File: src/rtl/pid_pkg.sv
// pid_pkg: shared FSM state type, default duty clamp and clamp helper for the PID loop sequencer.
package pid_pkg;
  typedef enum logic [2:0] {IDLE, RD_REQ, RD_WAIT, CALC, WR_REQ} state_t;
  localparam int PWM_MAX_DEF = 4095;
  function automatic logic [31:0] clamp_duty(input logic signed [31:0] v, input int max);
    return v < 0 ? 32'd0 : v > max ? 32'(max) : v;
  endfunction
endpackage

File: src/rtl/pid_tick_gen.sv
// pid_tick_gen: free-running sample period counter; tick on the last count while enabled.
module pid_tick_gen #(
  parameter int PERIOD = 1000
) (
  input  logic clk,
  input  logic reset,
  input  logic enable,
  output logic tick
);
  localparam int W = $clog2(PERIOD);
  logic [W-1:0] cnt;
  assign tick = enable && cnt == W'(PERIOD - 1);
  always_ff @(posedge clk) begin
    if (reset || !enable) cnt <= '0;
    else cnt <= tick ? '0 : cnt + 1'b1;
  end
endmodule

File: src/rtl/pid_loop_sequencer.sv
// pid_loop_sequencer: per tick reads the sensor, runs the PID core, writes the clamped duty to the PWM.
module pid_loop_sequencer
  import pid_pkg::*;
#(
  parameter logic [15:0] SENSOR_ADDR = 16'hDEAD,
  parameter logic [15:0] PWM_ADDR    = 16'hDEAD,
  parameter int          PERIOD      = 1000,
  parameter int          RD_TIMEOUT  = 64,
  parameter int          PWM_MAX     = PWM_MAX_DEF
) (
  input  logic        clk,
  input  logic        reset,
  input  logic        enable,
  output logic [15:0] temp_address,
  output logic        temp_read,
  input  logic [31:0] temp_readdata,
  input  logic        temp_readdatavalid,
  input  logic        temp_waitrequest,
  output logic        calc_start,
  output logic [31:0] calc_meas,
  input  logic        calc_done,
  input  logic [31:0] calc_out,
  output logic [15:0] pwm_address,
  output logic        pwm_write,
  output logic [31:0] pwm_writedata,
  input  logic        pwm_waitrequest,
  output logic        busy,
  output logic        overrun,
  output logic        timeout_err,
  output logic [15:0] sample_cnt
);
  localparam int TW = $clog2(RD_TIMEOUT);
  state_t state;
  logic tick;
  logic [TW-1:0] tmo;
  pid_tick_gen #(.PERIOD(PERIOD)) u_tick (
    .clk(clk),
    .reset(reset),
    .enable(enable),
    .tick(tick)
  );
  always_ff @(posedge clk) begin
    if (reset) begin
      state         <= IDLE;
      temp_read     <= 1'b0;
      temp_address  <= '0;
      calc_start    <= 1'b0;
      calc_meas     <= '0;
      pwm_write     <= 1'b0;
      pwm_address   <= '0;
      pwm_writedata <= '0;
      busy          <= 1'b0;
      overrun       <= 1'b0;
      timeout_err   <= 1'b0;
      sample_cnt    <= '0;
      tmo           <= '0;
    end else begin
      calc_start <= 1'b0;
      // a tick that finds the loop busy is recorded and dropped, never queued
      if (tick && state != IDLE) overrun <= 1'b1;
      case (state)
        IDLE: if (tick) begin
          state        <= RD_REQ;
          temp_read    <= 1'b1;
          temp_address <= SENSOR_ADDR;
          busy         <= 1'b1;
        end
        RD_REQ: if (!temp_waitrequest) begin
          state        <= RD_WAIT;
          temp_read    <= 1'b0;
          temp_address <= '0;
          tmo          <= '0;
        end
        RD_WAIT: if (temp_readdatavalid) begin
          state      <= CALC;
          calc_meas  <= temp_readdata;
          calc_start <= 1'b1;
        end else if (tmo == TW'(RD_TIMEOUT - 1)) begin
          state       <= IDLE;
          timeout_err <= 1'b1;
          busy        <= 1'b0;
        end else begin
          tmo <= tmo + 1'b1;
        end
        CALC: if (calc_done) begin
          state         <= WR_REQ;
          pwm_writedata <= clamp_duty(calc_out, PWM_MAX);
          pwm_write     <= 1'b1;
          pwm_address   <= PWM_ADDR;
        end
        WR_REQ: if (!pwm_waitrequest) begin
          state       <= IDLE;
          pwm_write   <= 1'b0;
          pwm_address <= '0;
          sample_cnt  <= sample_cnt + 1'b1;
          busy        <= 1'b0;
        end
        default: state <= IDLE;
      endcase
    end
  end
endmodule

File: config.mk
export PLATFORM = sky130hd
export DESIGN_NAME = pid_loop_sequencer
export DESIGN_NICKNAME = d
export VERILOG_FILES = /design/src/rtl/pid_pkg.sv /design/src/rtl/pid_tick_gen.sv /design/src/rtl/pid_loop_sequencer.sv
export SDC_FILE = /design/constraint.sdc
export NUM_CORES = 1
export LEC_CHECK = 0
export ABC_AREA = 1
export ABC_CLOCK_PERIOD_IN_PS = 3500
export CAP_MARGIN = 20
export CORE_ASPECT_RATIO = 2
export CORE_UTILIZATION = 46
export CTS_CLUSTER_SIZE = 8
export DETAILED_ROUTE_END_ITERATION = 10
export PLACE_DENSITY = 0.85
export SLEW_MARGIN = 20
export SYNTH_ARGS = -nofsm -noshare
export SYNTH_HDL_FRONTEND = slang
export SYNTH_SLANG_ARGS = --single-unit
File: constraint.sdc
create_clock -name clk -period 3.5 [get_ports clk]
set_input_delay 0.7 -clock clk [delete_from_list [all_inputs] [get_ports clk]]
set_output_delay 0.7 -clock clk [all_outputs]
set_load 0.02 [all_outputs]
; After elaboration in Yosys (flattened, before gate mapping)
; Cells that the tools add are included.
; W data, S select, Z words.
[totals]
elab_cells = 86
in_bits = 71
regBits = 137
[classes]
bitwise = 3
addsub = 3
order_cmp = 2
n_reduce_logical = 21
eq_ne = 14
n_mux = 29
[ops]
columns = cell, count
row1 = $mux W16, 4
row2 = $mux W32, 2
row3 = $pmux W16 S2, 2
row4 = $gt A32 B13 Y1 const B, 1
row5 = $lt A32 B1 Y1 const B, 1
row6 = $mux W3, 6
row7 = $mux W6, 3
row8 = $add A16 B1 Y16 const B, 1
row9 = $pmux W3 S5, 1
row10 = $ne A2 B2 Y1 const B, 7
row11 = $pmux W6 S2, 1
row12 = $add A10 B1 Y10 const B, 1
row13 = $eq A10 B10 Y1 const B, 1
row14 = $reduce_and A5 Y1, 2
row15 = $reduce_and A3 Y1, 3
row16 = $mux W1, 7
row17 = $add A6 B1 Y6 const B, 1
row18 = $eq A3 B2 Y1 const B, 2
row19 = $eq A6 B6 Y1 const B, 1
row20 = $reduce_and A2 Y1, 3
row21 = $reduce_bool A2 Y1, 3
row22 = $reduce_bool A3 Y1, 2
row23 = $pmux W1 S2, 2
row24 = $reduce_and A4 Y1, 1
row25 = other kinds (10), 14

; Depth between registers and ports, before layout
[logic_depth]
ltp_word = 4
depth_mapped = 10
ltp_nobuf = 10

; Cells and area by module
; From an unflattened synthesis, not the netlist that was laid out.
[unflattened]
hier_cells = 635
area_unflattened_um2 = 4578.1
[modules_own_cells]
columns = module, cells_per_inst, area_each_um2, n_inst, seq_area_each_um2
row1 = pid_loop_sequencer, 566, 4086.4, 1, 1881.8
row2 = pid_tick_gen, 69, 491.7, 1, 200.2

; Worst setup path before layout
; No wires, ideal clock.
[synth_path]
path_kind = input to register
from = input calc_out[28]
to = register pwm_writedata[2]
arrival_time_ns = 1.532
stages = 6
setup_slack_ns = 1.836
setup_ns = 0.132
path_cell_list = or2_2 nor2_1 buf_2 nand4_1 nand2_1 a21oi_1
[synth_via]
elab_chain_len = 3
[synth_rtl]
columns = element, line_no
row1 = from (decl), pid_loop_sequencer.sv:22  ; input logic [31:0] calc_out,
row2 = $gt A32 B13 Y1, pid_pkg.sv:6  ; return v < 0 ? 32'd0 : v > max ? 32'(max) : v;
row3 = $mux W32, pid_pkg.sv:6
row4 = $mux W32 (*), pid_pkg.sv:6
row5 = to (signal assigned), pid_loop_sequencer.sv:87  ; pwm_writedata <= clamp_duty(calc_out, PWM_MAX);
row6 = to (decl), pid_loop_sequencer.sv:25  ; output logic [31:0] pwm_writedata,
; Mark *: on every way between the ends. The rest lies on a longest branch, timed or not.
; A chain may end at the register's enable or synchronous reset.

==> impl_metrics.env <==
export IMPL_synth_main_ff_cell="dfxtp_1"
export IMPL_grt_usage_pct=22.1
export IMPL_vias_per_cell=4.83
export IMPL_leakagePower_nw=2.47
export IMPL_worst_path_stages=1
export IMPL_hp_class="flop to flop"
export IMPL_clkTransAtPathRegs_ps=70
export IMPL_antenna_found_initial=0
export IMPL_ys_seq_area_share_pct=45.7
export IMPL_yosys_area_top_type_share_pct=45.7
export IMPL_numCtsBuffers=9
export IMPL_final_nets=837
export IMPL_grt_pass1_vias=4026
export IMPL_drc_errors=0
export IMPL_clkSinkCount=104
export IMPL_ys_warn_count=0
export IMPL_critPathCaptureType="primary output"
export IMPL_max_stage_delay_ps=690
export IMPL_fin_skew_ps=10.2
export IMPL_io_pins=189
export IMPL_h_tree_depth=3
export IMPL_peakVddDrop_mv=0.279
export IMPL_synthArstFlopShare_pct=0
export IMPL_initial_core_util_pct=47.0
export IMPL_hold_buffers=0
export IMPL_clock_root_buffer="clkbuf_16"
export IMPL_syn_area_per_cell_um2=7.36
export IMPL_syn_inst=619
export IMPL_max_slew_margin_pct=49.5
export IMPL_hold_depth=2
export IMPL_cts_resized=0
export IMPL_port_buffers=177
export IMPL_postCtsSetupBuffers=0
export IMPL_setup_viol=0
export IMPL_drt_iter0_markers=182
export IMPL_die_h_um=143
export IMPL_grt_pass1_wl_um=18000
export IMPL_timing_hold_violations_final=0
export IMPL_fmax_ghz=0.439
export IMPL_num_rows=51
export IMPL_cp_cell_sequence="clkdlybuf4s50_1"
export IMPL_worstSetupPathType="flop to primary output"
export IMPL_grt_max_degree=49
export IMPL_critPathMaxFanout=13
export IMPL_ant_nets=0
export IMPL_cp_start_kind="flop"
export IMPL_synth_top_cell_by_area="dfxtp_1"
export IMPL_fin_crit_sh_pct=65.1
export IMPL_p_per_area_nw_per_um2=463
export IMPL_cpMaxStageDelayCell="clkdlybuf4s50_1"
export IMPL_fillCellCount=817
export IMPL_synth_area_leaders="dfxtp_1 (46%), nor2_1 (11%), nand2_1 (9.1%), buf_4 (5.9%), a21oi_1 (4.1%)"
export IMPL_wire_per_inst_um=12.5
export IMPL_syn2layout_area_growth_pct=41.6
export IMPL_placedCellCount=884
export IMPL_syn_area_um2=4550
export IMPL_setup_tns_final_ps=0
export IMPL_die_w_um=72.4
export IMPL_core_area_um2=9700
export IMPL_drt_wl_total_um=11200
export IMPL_place_ws_ps=1060
export IMPL_r2r_cells=6
export IMPL_finalNonFillerCells=900
export IMPL_overflow=0
export IMPL_holdWs_ps=442
export IMPL_hpwl_um=8400
export IMPL_fin_crit_ps=2280
export IMPL_crit_family="buffers and inverters"
export IMPL_total_power_mw=2.99
export IMPL_cp_required_ps=2800
export IMPL_die_area_um2=10300
export IMPL_place_congestion=0.864
export IMPL_num_vias=4348
export IMPL_cts_tree="built"
export IMPL_tightestPinTransition_ps=755
export IMPL_arrival_ps=1580
export IMPL_final_layout_size_suffix_gt1_share_pct=5.86
export IMPL_slew_violations=0
export IMPL_ys_ff_latch=104
export IMPL_synth_edf_count=0
export IMPL_setup_ws_ps=1220
export IMPL_ctsLongestPathBuffers=2
export IMPL_worst_skew_pair_late_latency_ps=340
export IMPL_dr_pass1_iters=7
export IMPL_rsz0062_at_grt="no"
export IMPL_outcome="completed"
export IMPL_antenna_cells=0
export IMPL_critPathBufInv=1
export IMPL_ys_types=35
export IMPL_drv_cap=0
==> metal layers <==
| metal | wire length (µm) | global-route usage, % | part of all wire (%) |
|---|---|---|---|
| met5 | 0 | 0 | 0 |
| met4 | 331 | 11.0 | 3.0 |
| met3 | 714 | 4.73 | 6.4 |
| met2 | 6120 | 42.2 | 55 |
| met1 | 4050 | 21.4 | 36 |
==> tightest hold or removal path, stage by stage (launching register included) <==
cell and delay [ps]:
dfxtp_1 310, nand2_1 60, nor2_1 30
==> final cells by class <==
type / instances / area [µm²] / area share, %
Sequential cell: 104 / 2080 / 32.3
Multi-Input combinational cell: 415 / 1930 / 29.9
Timing Repair Buffer: 179 / 1780 / 27.6
Clock buffer: 10 / 239 / 3.71
Inverter: 54 / 205 / 3.18
Tap cell: 132 / 165 / 2.56
Clock inverter: 6 / 51.3 / 0.795
==> state kept, by name (all words and copies together) (netlist names) <==
signal	flops
calc_meas	32
pwm_writedata	31
sample_cnt	16
u_tick.cnt	10
tmo	6
state	3
busy	1
calc_start	1
overrun	1
pwm_address	1
temp_address	1
timeout_err	1
==> cell usage in the layout (no fill, tap or decap), drive strengths merged, types with 4 or more instances in the layout <==
cell and n:
conb 11, nand3 23, clkdlybuf4s50 176, xor2 4
o21ai 39, nor2 140, nand4 19, nor3 6
clkbuf 10, dfxtp 104, a21oi 37, nand2 118
inv 56, clkinv 4
==> worst paths after layout <==
kind                                         from                end  slack, ps
worst min register to register  pwm_writedata[30]  pwm_writedata[30]        440
worst max-delay path             temp_address[14]   temp_address[10]       1220
worst min-delay path            pwm_writedata[30]  pwm_writedata[30]        440
worst max register to register           state[1]  pwm_writedata[10]       1660
==> synthesized netlist by cell type (2+ instances only) <==
| cell | n |
|---|---|
| a211oi_1 | 3 |
| a21oi_1 | 37 |
| buf_2 | 6 |
| buf_4 | 36 |
| buf_6 | 2 |
| clkbuf_1 | 10 |
| dfxtp_1 | 104 |
| ha_1 | 3 |
| inv_1 | 47 |
| inv_2 | 6 |
| nand2_1 | 110 |
| nand2_2 | 6 |
| nand2_4 | 2 |
| nand3_1 | 20 |
| nand3_2 | 2 |
| nand3b_1 | 3 |
| nand4_1 | 19 |
| nor2_1 | 134 |
| nor2_2 | 3 |
| nor2_4 | 2 |
| nor3_1 | 6 |
| nor3b_1 | 2 |
| o21a_1 | 3 |
| o21ai_0 | 37 |
| o21ai_1 | 2 |
| or2_2 | 2 |
| xor2_1 | 4 |
==> cells by family after synthesis <==
| family | after synthesis | synth area share, % |
|---|---|---|
| buffers and inverters | 110 | 12.8 |
| adder cells (fa/ha/maj) | 3 | 0.824 |
| AND/OR/NAND/NOR | 315 | 30.4 |
| other | 1 | 0.0823 |
| flip-flops | 104 | 45.7 |
| AO/OA/AOI/OAI | 82 | 9.34 |
| XOR/XNOR | 4 | 0.769 |
==> through the flow <==
stage / cell area, µm² / utilization [%]
floorplan: 4590 / -
global placement: 6160 / 63.5
detailed placement: 6160 / 63.5
CTS: 6450 / 66.5
global route: 6450 / 66.5
finish: 6450 / 66.5
==> where the power goes <==
group / switching, mW / leakage [nW] / total, mW / internal, mW
Sequential: 0.0604 / 0.840 / 1.34 / 1.28
Combinational: 0.370 / 1.48 / 0.687 / 0.317
Clock: 0.450 / 0.145 / 0.962 / 0.512
No activity file was read; power rests on OpenSTA's default activity.
